--- src/rtl/mult_shift_add_ctrl_if.sv ---
// Handshake and operand/result bundle between a multiply requester and the
// shift-add multiplier control, including the iteration Counter's Load/K pair.
interface mult_shift_add_ctrl_if #(
  parameter int WIDTH = 16
) ();
  logic                 Start;
  logic [WIDTH-1:0]     Multiplicand;
  logic [WIDTH-1:0]     Multiplier;
  logic                 K;
  logic                 Load;
  logic [2*WIDTH-1:0]   Product;
  logic                 Busy;
  logic                 Done;
  logic                 Err;

  modport master (
    output Start, Multiplicand, Multiplier, K,
    input  Load, Product, Busy, Done, Err
  );

  modport slave (
    input  Start, Multiplicand, Multiplier, K,
    output Load, Product, Busy, Done, Err
  );
endinterface

--- src/rtl/mult_shift_add_ctrl.sv ---
// Sequential shift-add unsigned multiplier: IDLE/INIT/CALC/DONE control plus
// datapath, paced by an external iteration Counter through Load and K.
module mult_shift_add_ctrl #(
  parameter int WIDTH = 16
) (
  input  logic                   Clk,
  input  logic                   Reset,
  mult_shift_add_ctrl_if.slave   bus
);

  localparam int IW = (WIDTH > 1) ? $clog2(WIDTH) : 1;

  typedef enum logic [1:0] {
    S_IDLE,
    S_INIT,
    S_CALC,
    S_DONE
  } state_e;

  state_e               state_q, state_d;
  logic [WIDTH-1:0]     a_q, a_d;
  logic [WIDTH-1:0]     q_q, q_d;
  logic [WIDTH:0]       p_hi_q, p_hi_d;
  logic [IW-1:0]        iter_q, iter_d;
  logic [2*WIDTH-1:0]   product_q, product_d;
  logic                 busy_q, busy_d;
  logic                 done_q, done_d;
  logic                 err_q, err_d;

  logic [WIDTH:0]       sum;
  logic [2*WIDTH:0]     shifted;
  logic                 iter_last;
  logic                 finish;

  always_comb begin
    // NOTE: every _d starts from its _q (or a pulse default) so no branch can infer a latch.
    state_d   = state_q;
    a_d       = a_q;
    q_d       = q_q;
    p_hi_d    = p_hi_q;
    iter_d    = iter_q;
    product_d = product_q;
    err_d     = err_q;
    done_d    = 1'b0;

    // P_hi keeps a carry bit so the add never loses its top bit before the shift.
    sum       = p_hi_q + (q_q[0] ? {1'b0, a_q} : '0);
    shifted   = {sum, q_q} >> 1;
    iter_last = (iter_q == IW'(WIDTH - 1));
    finish    = bus.K || iter_last;

    case (state_q)
      S_IDLE: begin
        if (bus.Start) begin
          state_d = S_INIT;
          a_d     = bus.Multiplicand;
          q_d     = bus.Multiplier;
          p_hi_d  = '0;
          iter_d  = '0;
          err_d   = 1'b0;
        end
      end
      S_INIT: begin
        state_d = S_CALC;
      end
      S_CALC: begin
        p_hi_d = shifted[2*WIDTH:WIDTH];
        q_d    = shifted[WIDTH-1:0];
        iter_d = iter_q + IW'(1);
        if (finish) begin
          state_d   = S_DONE;
          product_d = shifted[2*WIDTH-1:0];
          done_d    = 1'b1;
          // Counter and local count must agree on the final iteration.
          err_d     = err_q | (bus.K != iter_last);
        end
      end
      S_DONE: begin
        state_d = S_IDLE;
      end
      default: begin
        state_d = S_IDLE;
      end
    endcase

    busy_d = (state_d == S_INIT) || (state_d == S_CALC);
  end

  always_ff @(posedge Clk) begin
    if (Reset) begin
      state_q   <= S_IDLE;
      iter_q    <= '0;
      product_q <= '0;
      busy_q    <= 1'b0;
      done_q    <= 1'b0;
      err_q     <= 1'b0;
    end else begin
      state_q   <= state_d;
      iter_q    <= iter_d;
      product_q <= product_d;
      busy_q    <= busy_d;
      done_q    <= done_d;
      err_q     <= err_d;
    end
  end

  // NOTE: operand and partial-product registers are left unreset; they are always loaded on Start before use.
  always_ff @(posedge Clk) begin
    a_q    <= a_d;
    q_q    <= q_d;
    p_hi_q <= p_hi_d;
  end

  // Load also follows Reset directly so the Counter clears alongside this block.
  assign bus.Load    = Reset || (state_q == S_INIT);
  assign bus.Product = product_q;
  assign bus.Busy    = busy_q;
  assign bus.Done    = done_q;
  assign bus.Err     = err_q;

endmodule

--- src/flat_wrapper.sv ---
// flat-port wrapper written by rule: the top's interface ports become plain ports
module mult_shift_add_ctrl_flat 
#(
  parameter int WIDTH = 16
)
  (Clk, Reset, bus_Start, bus_Multiplicand, bus_Multiplier, bus_K, bus_Load, bus_Product, bus_Busy, bus_Done, bus_Err);
  mult_shift_add_ctrl_if #(.WIDTH(WIDTH)) bus_i ();
  input  logic Clk;
  input  logic Reset;
  input wire logic [$bits(bus_i.Start)-1:0] bus_Start;
  input wire logic [$bits(bus_i.Multiplicand)-1:0] bus_Multiplicand;
  input wire logic [$bits(bus_i.Multiplier)-1:0] bus_Multiplier;
  input wire logic [$bits(bus_i.K)-1:0] bus_K;
  output wire logic [$bits(bus_i.Load)-1:0] bus_Load;
  output wire logic [$bits(bus_i.Product)-1:0] bus_Product;
  output wire logic [$bits(bus_i.Busy)-1:0] bus_Busy;
  output wire logic [$bits(bus_i.Done)-1:0] bus_Done;
  output wire logic [$bits(bus_i.Err)-1:0] bus_Err;
  assign bus_i.Start = bus_Start;
  assign bus_i.Multiplicand = bus_Multiplicand;
  assign bus_i.Multiplier = bus_Multiplier;
  assign bus_i.K = bus_K;
  assign bus_Load = bus_i.Load;
  assign bus_Product = bus_i.Product;
  assign bus_Busy = bus_i.Busy;
  assign bus_Done = bus_i.Done;
  assign bus_Err = bus_i.Err;
  mult_shift_add_ctrl #(.WIDTH(WIDTH)) u_core (.Clk(Clk), .Reset(Reset), .bus(bus_i));
endmodule
--- config.mk ---
export PLATFORM = sky130hd
export DESIGN_NAME = mult_shift_add_ctrl_flat
export DESIGN_NICKNAME = d
export VERILOG_FILES = /design/src/rtl/mult_shift_add_ctrl_if.sv /design/src/rtl/mult_shift_add_ctrl.sv /design/src/flat_wrapper.sv
export SDC_FILE = /design/constraint.sdc
export NUM_CORES = 1
export LEC_CHECK = 0
export CAP_MARGIN = 20
export CORE_ASPECT_RATIO = 1.75
export CORE_MARGIN = 1
export CORE_UTILIZATION = 32
export CTS_BUF_LIST = sky130_fd_sc_hd__clkbuf_2
export DETAILED_ROUTE_END_ITERATION = 7
export PLACE_DENSITY = 0.5
export SETUP_SLACK_MARGIN = 0.5
export SLEW_MARGIN = 30
export SYNTH_ARGS = -nofsm -noshare
export SYNTH_HDL_FRONTEND = slang
export SYNTH_SLANG_ARGS = --single-unit
--- constraint.sdc ---
create_clock -name Clk -period 3.59 [get_ports Clk]
set_input_delay 0.5385 -clock Clk [delete_from_list [all_inputs] [get_ports Clk]]
set_output_delay 0.5385 -clock Clk [all_outputs]
set_load 0.02 [all_outputs]
==> reports/results.ini, run 1 <==
[drt]
drtIter0Drc = 181
ant_nets = 0
wl_per_cell_um = 16.2
via_count = 3168
drtPass1Iterations = 7
via_per_inst = 4.93
drc = 0
drt_wl_total_um = 10400

[yosys]
syn_avg_cell_area_um2 = 10.7
yosys_warnings = 0
synth_area_leaders = edfxtp_1 (34%), dfxtp_1 (20%), ha_1 (6.3%), nand2_1 (5.0%), a21oi_1 (4.3%)
synth_top_area_share = 0.344
synth_area_um2 = 4190
synth_cells = 393
synth.distinct_cells = 48
syn_nets = 451
yosysTopAreaCell = edfxtp_1
ys_ff_latch = 89
ys_seq_area_frac = 0.540

[floorplan]
die_width_um = 88.5
die_area_um2 = 13600
rows = 55
die_height_um = 153
core_um2 = 12900
initial_utilization = 0.326
ios = 72

[clock_network]
cts_tree = built
htreeDepth = 3
cts.sinks = 89
hold_buffers = 0
cts_made_buffers = 9
root_buffer = clkbuf_2
cts_buffer_depth = 2
clkLatencyLatePin_ps = 560
path_clk_slew_ps = 250

[worst_setup_path]
critPathKind = reg -> reg
crit_path_start_kind = flop
worstPathRequired_ps = 3950
critPathCaptureType = flop
critical_path.max_fanout = 4
crit_arrival_ps = 3230

[pwr]
peakVddDrop_v = 0.000271
power.static_leakage_nw = 1.95
power_density_nw_per_um2 = 792

[timing]
fmax_ghz = 0.349
finalSetupTns_ps = 0
slew_violations = 0
hold_viol_final = 0
rsz0062_at_grt = no
fin_crit_sh = 0.799
worst_hold_slack_ps = 469
relSlewSlack = 0.503
fin_skew_ps = 28.0
period_needed_ps = 2870
finalSetupViolations = 0
worst_slew_pin_slew_ps = 745

[grt]
antenna_found_initial = 1
track_usage = 0.166
grt_pass1_vias = 3268
overflow = 0
grt_pass1_wl_um = 16800
grt_start_max_net_pins = 40

[layout]
fin_nets = 523
fill_cells = 1304
drive_gt1_frac = 0.117
stdcell_area_um2 = 5280
syn_to_final_growth_pct = 25.9
layout_commonest_cell = clkdlybuf4s50_1
mostFrequentLayoutCells = clkdlybuf4s50_1 (71), nand2_1 (56), edfxtp_1 (48)

[placed_design]
dpl.hpwl_um = 7350
port_buffers = 71
place_congestion = 0.768
place_area_um2 = 5110

[worst_hold_path]
worstHoldPathType = reg -> reg

[run]
drv_cap = 0

[status]
status = finished, final reports clean

[stage by stage]
stage          utilization  worst slack, ps  total power [W]  std cells
2_1_floorplan            -              829          0.00294        393
3_3_place_gp         0.397              564          0.00354        624
3_5_place_dp         0.397              497          0.00356        624
4_1_cts              0.410              734          0.00423        641
5_1_grt              0.410              578          0.00449        642
6_report             0.410              721          0.00418        642
[cell families after synthesis]
family,synth area share
mux,0.0502
buf+inv,0.0284
xor+xnor,0.0314
fa+ha+maj,0.0675
simple gates,0.166
flops,0.540
compound gates,0.117
[timing repair]
action | CTS | global route
buffers inserted | 1 | 0
resized for setup | 0 | 0
endpoints found under the setup margin | 1 | 0
[layout make-up]
type	count	area, µm²	share of cell area
timing repair buffer	81	786	0.149
antenna	1	2.50	0.000474
sequential	89	2260	0.429
clock buffer	10	50.0	0.00948
tap	171	214	0.0405
multi-input combinational	274	1820	0.345
inverter	10	37.5	0.00711
clock inverter	6	106	0.0202
[critical path: stages, from the launching register on]
cell	delay [ps]
edfxtp_1	520
and2_1	180
ha_1	200
fa_1	410
a21o_2	240
a311oi_2	430
nor3_2	150
or3_1	350
and3_1	190
[flip-flops by register name, indices dropped and copies added, names as in the netlist]
name and cells:
u_core.iter_q 4, u_core.bus.Err 1, u_core.bus.Busy 1, u_core.bus.Product 32
u_core.a_q 16, u_core.p_hi_q 16, u_core.bus.Done 1, u_core.state_q 2
u_core.q_q 16
[Yosys cell counts, drive strengths merged]
cell / count
ha: 21
and2: 23
nor2b: 2
nor4: 2
a311o: 1
a31oi: 4
nand2: 56
mux2: 16
o2bb2ai: 1
fa: 1
nand3: 7
nor3: 9
clkinv: 2
o21bai: 3
a32oi: 2
xnor2: 8
nand4: 6
a211oi: 3
nand2b: 2
and3: 6
a311oi: 2
a21oi: 36
a211o: 2
clkbuf: 11
nor2: 26
o22ai: 1
nor4b: 1
o21ai: 8
o211ai: 3
mux2i: 3
inv: 8
dfxtp: 41
a31o: 1
xor2: 7
or3: 2
buf: 9
a21o: 6
or2: 2
edfxtp: 48
nand3b: 1
[routing by layer]
metal | track usage | wire length, µm | vias up
met5 | 0 | 0 | -
met4 | 0.0768 | 284 | 0
met3 | 0.0319 | 439 | 20
met2 | 0.296 | 5570 | 83
met1 | 0.184 | 4110 | 1526
li1 | - | - | 1539
[report_power, final]
group	internal (W)	switching [W]	leakage (nW)
clock	0.000299	0.000347	0.0896
combinational	0.000786	0.00115	1.06
sequential	0.00146	0.000136	0.797
total	0.00255	0.00163	1.95
[worst paths after layout]
kind / start / to / slack, ps / depth (start not counted)
setup / recovery: u_core.q_q[0] / u_core.p_hi_q[11] / 720 / 8
hold / removal: u_core.bus.Product[5] / u_core.bus.Product[5] / 470 / 2
hold reg to reg: u_core.bus.Product[5] / u_core.bus.Product[5] / 470 / 2
setup reg to reg: u_core.q_q[0] / u_core.p_hi_q[11] / 720 / 8
No activity file was read; power rests on OpenSTA's default activity.
==> run 2, diff against run 1 <==
==> constraint.sdc (replaced) <==
create_clock -name Clk -period 2.81 [get_ports Clk]
set_input_delay 0.4215 -clock Clk [delete_from_list [all_inputs] [get_ports Clk]]
set_output_delay 0.4215 -clock Clk [all_outputs]
set_load 0.02 [all_outputs]
==> run 2 against run 1 <==
Sequential share of layout area decreased by 2.6 points. Largest cell class unchanged. Cell area increased by 6.6%. Worst setup slack got worse by 580 ps. Die area unchanged. Via count increased by 0.95%. Critical path depth unchanged. Sequential power increased by 29%. Final cell count increased by 2.3%. Clock skew decreased by 7.9 ps. Worst hold slack got worse by 77 ps. Combinational power increased by 54%. Critical path type unchanged.
==> reports/results.ini, run 2 (synthesis gave the netlist of run 1 again) <==
[status]
status = finished, final reports clean

[drt]
drtPass1Iterations = 4
ant_nets = 0
drtIter0Drc = 111
drt_wl_total_um = 10700
wl_per_cell_um = 16.2
drc = 0
via_per_inst = 4.87
via_count = 3198

[worst_hold_path]
worstHoldPathType = in -> reg
worstHoldStart = bus_Multiplicand[1]
whs_path_depth = 1
hold_path_end = u_core.a_q[1]

[timing]
fin_skew_ps = 20.1
rsz0062_at_grt = yes
hold_viol_final = 0
relSlewSlack = 0.601
slew_violations = 0
fmax_ghz = 0.375
period_needed_ps = 2670
fin_crit_sh = 0.950
finalSetupTns_ps = 0
worst_slew_pin_slew_ps = 592
finalSetupViolations = 0

[worst_setup_path]
cp_cell_sequence = and2_1 -> ha_2 -> fa_2 -> a21o_4 -> a311oi_4 -> nor3_4 -> or3_4 -> and3_1
r2r-end = u_core.p_hi_q[11]
critPathCaptureType = flop
crit_arrival_ps = 3010
max_stage_delay_ps = 570
ff2ff_setup_slack_ps = 140
critPathKind = reg -> reg
crit_path_start_kind = flop
reg2reg_depth = 8
worstPathRequired_ps = 3150
critical_path.max_fanout = 5
r2r-start = u_core.q_q[0]
critPathSlowestCell = edfxtp_1

[grt]
track_usage = 0.170
overflow = 0
antenna_found_initial = 1
grt_pass1_vias = 3363
grt_start_max_net_pins = 39
grt_pass1_wl_um = 17100

[clock_network]
cts_tree = built
cts_buffer_depth = 2
cts_made_buffers = 9
root_buffer = clkbuf_2
clkLatencyLatePin_ps = 550
cts.sinks = 89
path_clk_slew_ps = 250
htreeDepth = 3

[layout]
largest_register_ffs = 32
layout_commonest_cell = clkdlybuf4s50_1
stdcell_area_um2 = 5630
fill_cells = 1265
seq_area_um2 = 2260
multiInputGateArea_um2 = 2060
mostFrequentLayoutCells = clkdlybuf4s50_1 (70), nand2_1 (54), edfxtp_1 (48)
fin_nets = 538
drive_gt1_frac = 0.216
final_util = 0.437
final_cells = 657
syn_to_final_growth_pct = 34.2

[floorplan]
die_height_um = 153
ios = 72
die_area_um2 = 13600
rows = 55
die_width_um = 88.5
initial_utilization = 0.326
core_um2 = 12900

[run]
drv_cap = 0

[placed_design]
place_area_um2 = 5160
place_congestion = 0.827
place_inst = 628
port_buffers = 71
dpl.hpwl_um = 7400

[pwr]
power_density_nw_per_um2 = 1030
finalPower_w = 0.00580
power.static_leakage_nw = 2.04
peakVddDrop_v = 0.000392

## run 2: cell count changes in the layout (fill, tap and decap cells not counted), moves of 4 or more
cell and change:
nor2_1 -4, a21oi_1 -4, buf_4 +13, ha_4 +4, ha_1 -7
## run 2: power breakdown
group | total (W) | internal, W | switching (W)
sequential | 0.00206 | 0.00187 | 0.000193
combinational | 0.00298 | 0.00133 | 0.00166
clock | 0.000755 | 0.000291 | 0.000464
total | 0.00580 | 0.00349 | 0.00231
## run 2: worst max-delay path: cells and delay by family (launching register included)
kind | cells | cell delay (ps)
fa+ha+maj | 2 | 530
simple gates | 4 | 830
flops | 1 | 570
compound gates | 2 | 540
## run 2: per-layer routing
metal | wire, µm | global-route usage | vias up
met5 | 0 | 0 | -
met4 | 224 | 0.0653 | 0
met3 | 374 | 0.0373 | 14
met2 | 6010 | 0.312 | 69
met1 | 4060 | 0.182 | 1549
li1 | - | - | 1566
## run 2: worst max path at each step
stage | from | depth (start not counted) | to | slack (ps)
floorplan | u_core.q_q[0] | 9 | u_core.p_hi_q[11] | 270
global placement | u_core.q_q[0] | 8 | u_core.p_hi_q[11] | 40
detailed placement | u_core.q_q[0] | 8 | u_core.p_hi_q[11] | -5
CTS | u_core.q_q[0] | 8 | u_core.p_hi_q[11] | 150
global route | u_core.q_q[0] | 8 | u_core.p_hi_q[11] | 60
finish | u_core.q_q[0] | 8 | u_core.p_hi_q[11] | 140
## run 2: cell type report
cell class                      count  area share
Sequential cell                    89       0.402
Multi-Input combinational cell    274       0.367
Timing Repair Buffer               96       0.161
Tap cell                          171      0.0380
Clock inverter                      7      0.0169
Clock buffer                        9     0.00801
Inverter                           10     0.00667
Antenna cell                        1    0.000445
## run 2: timing repair
item                       in CTS  in global routing
pin swaps                      17                  8
gates resized for setup        24                 25
setup endpoints to repair      23                 25
setup buffers                  10                  2
hold buffers                    0                  0
## run 2: stage by stage
step,hold slack [ps],setup WS [ps]
2_1_floorplan,449,271
3_3_place_gp,443,36.3
3_5_place_dp,449,-5.14
4_1_cts,329,153
5_1_grt,305,62.4
6_report,392,142
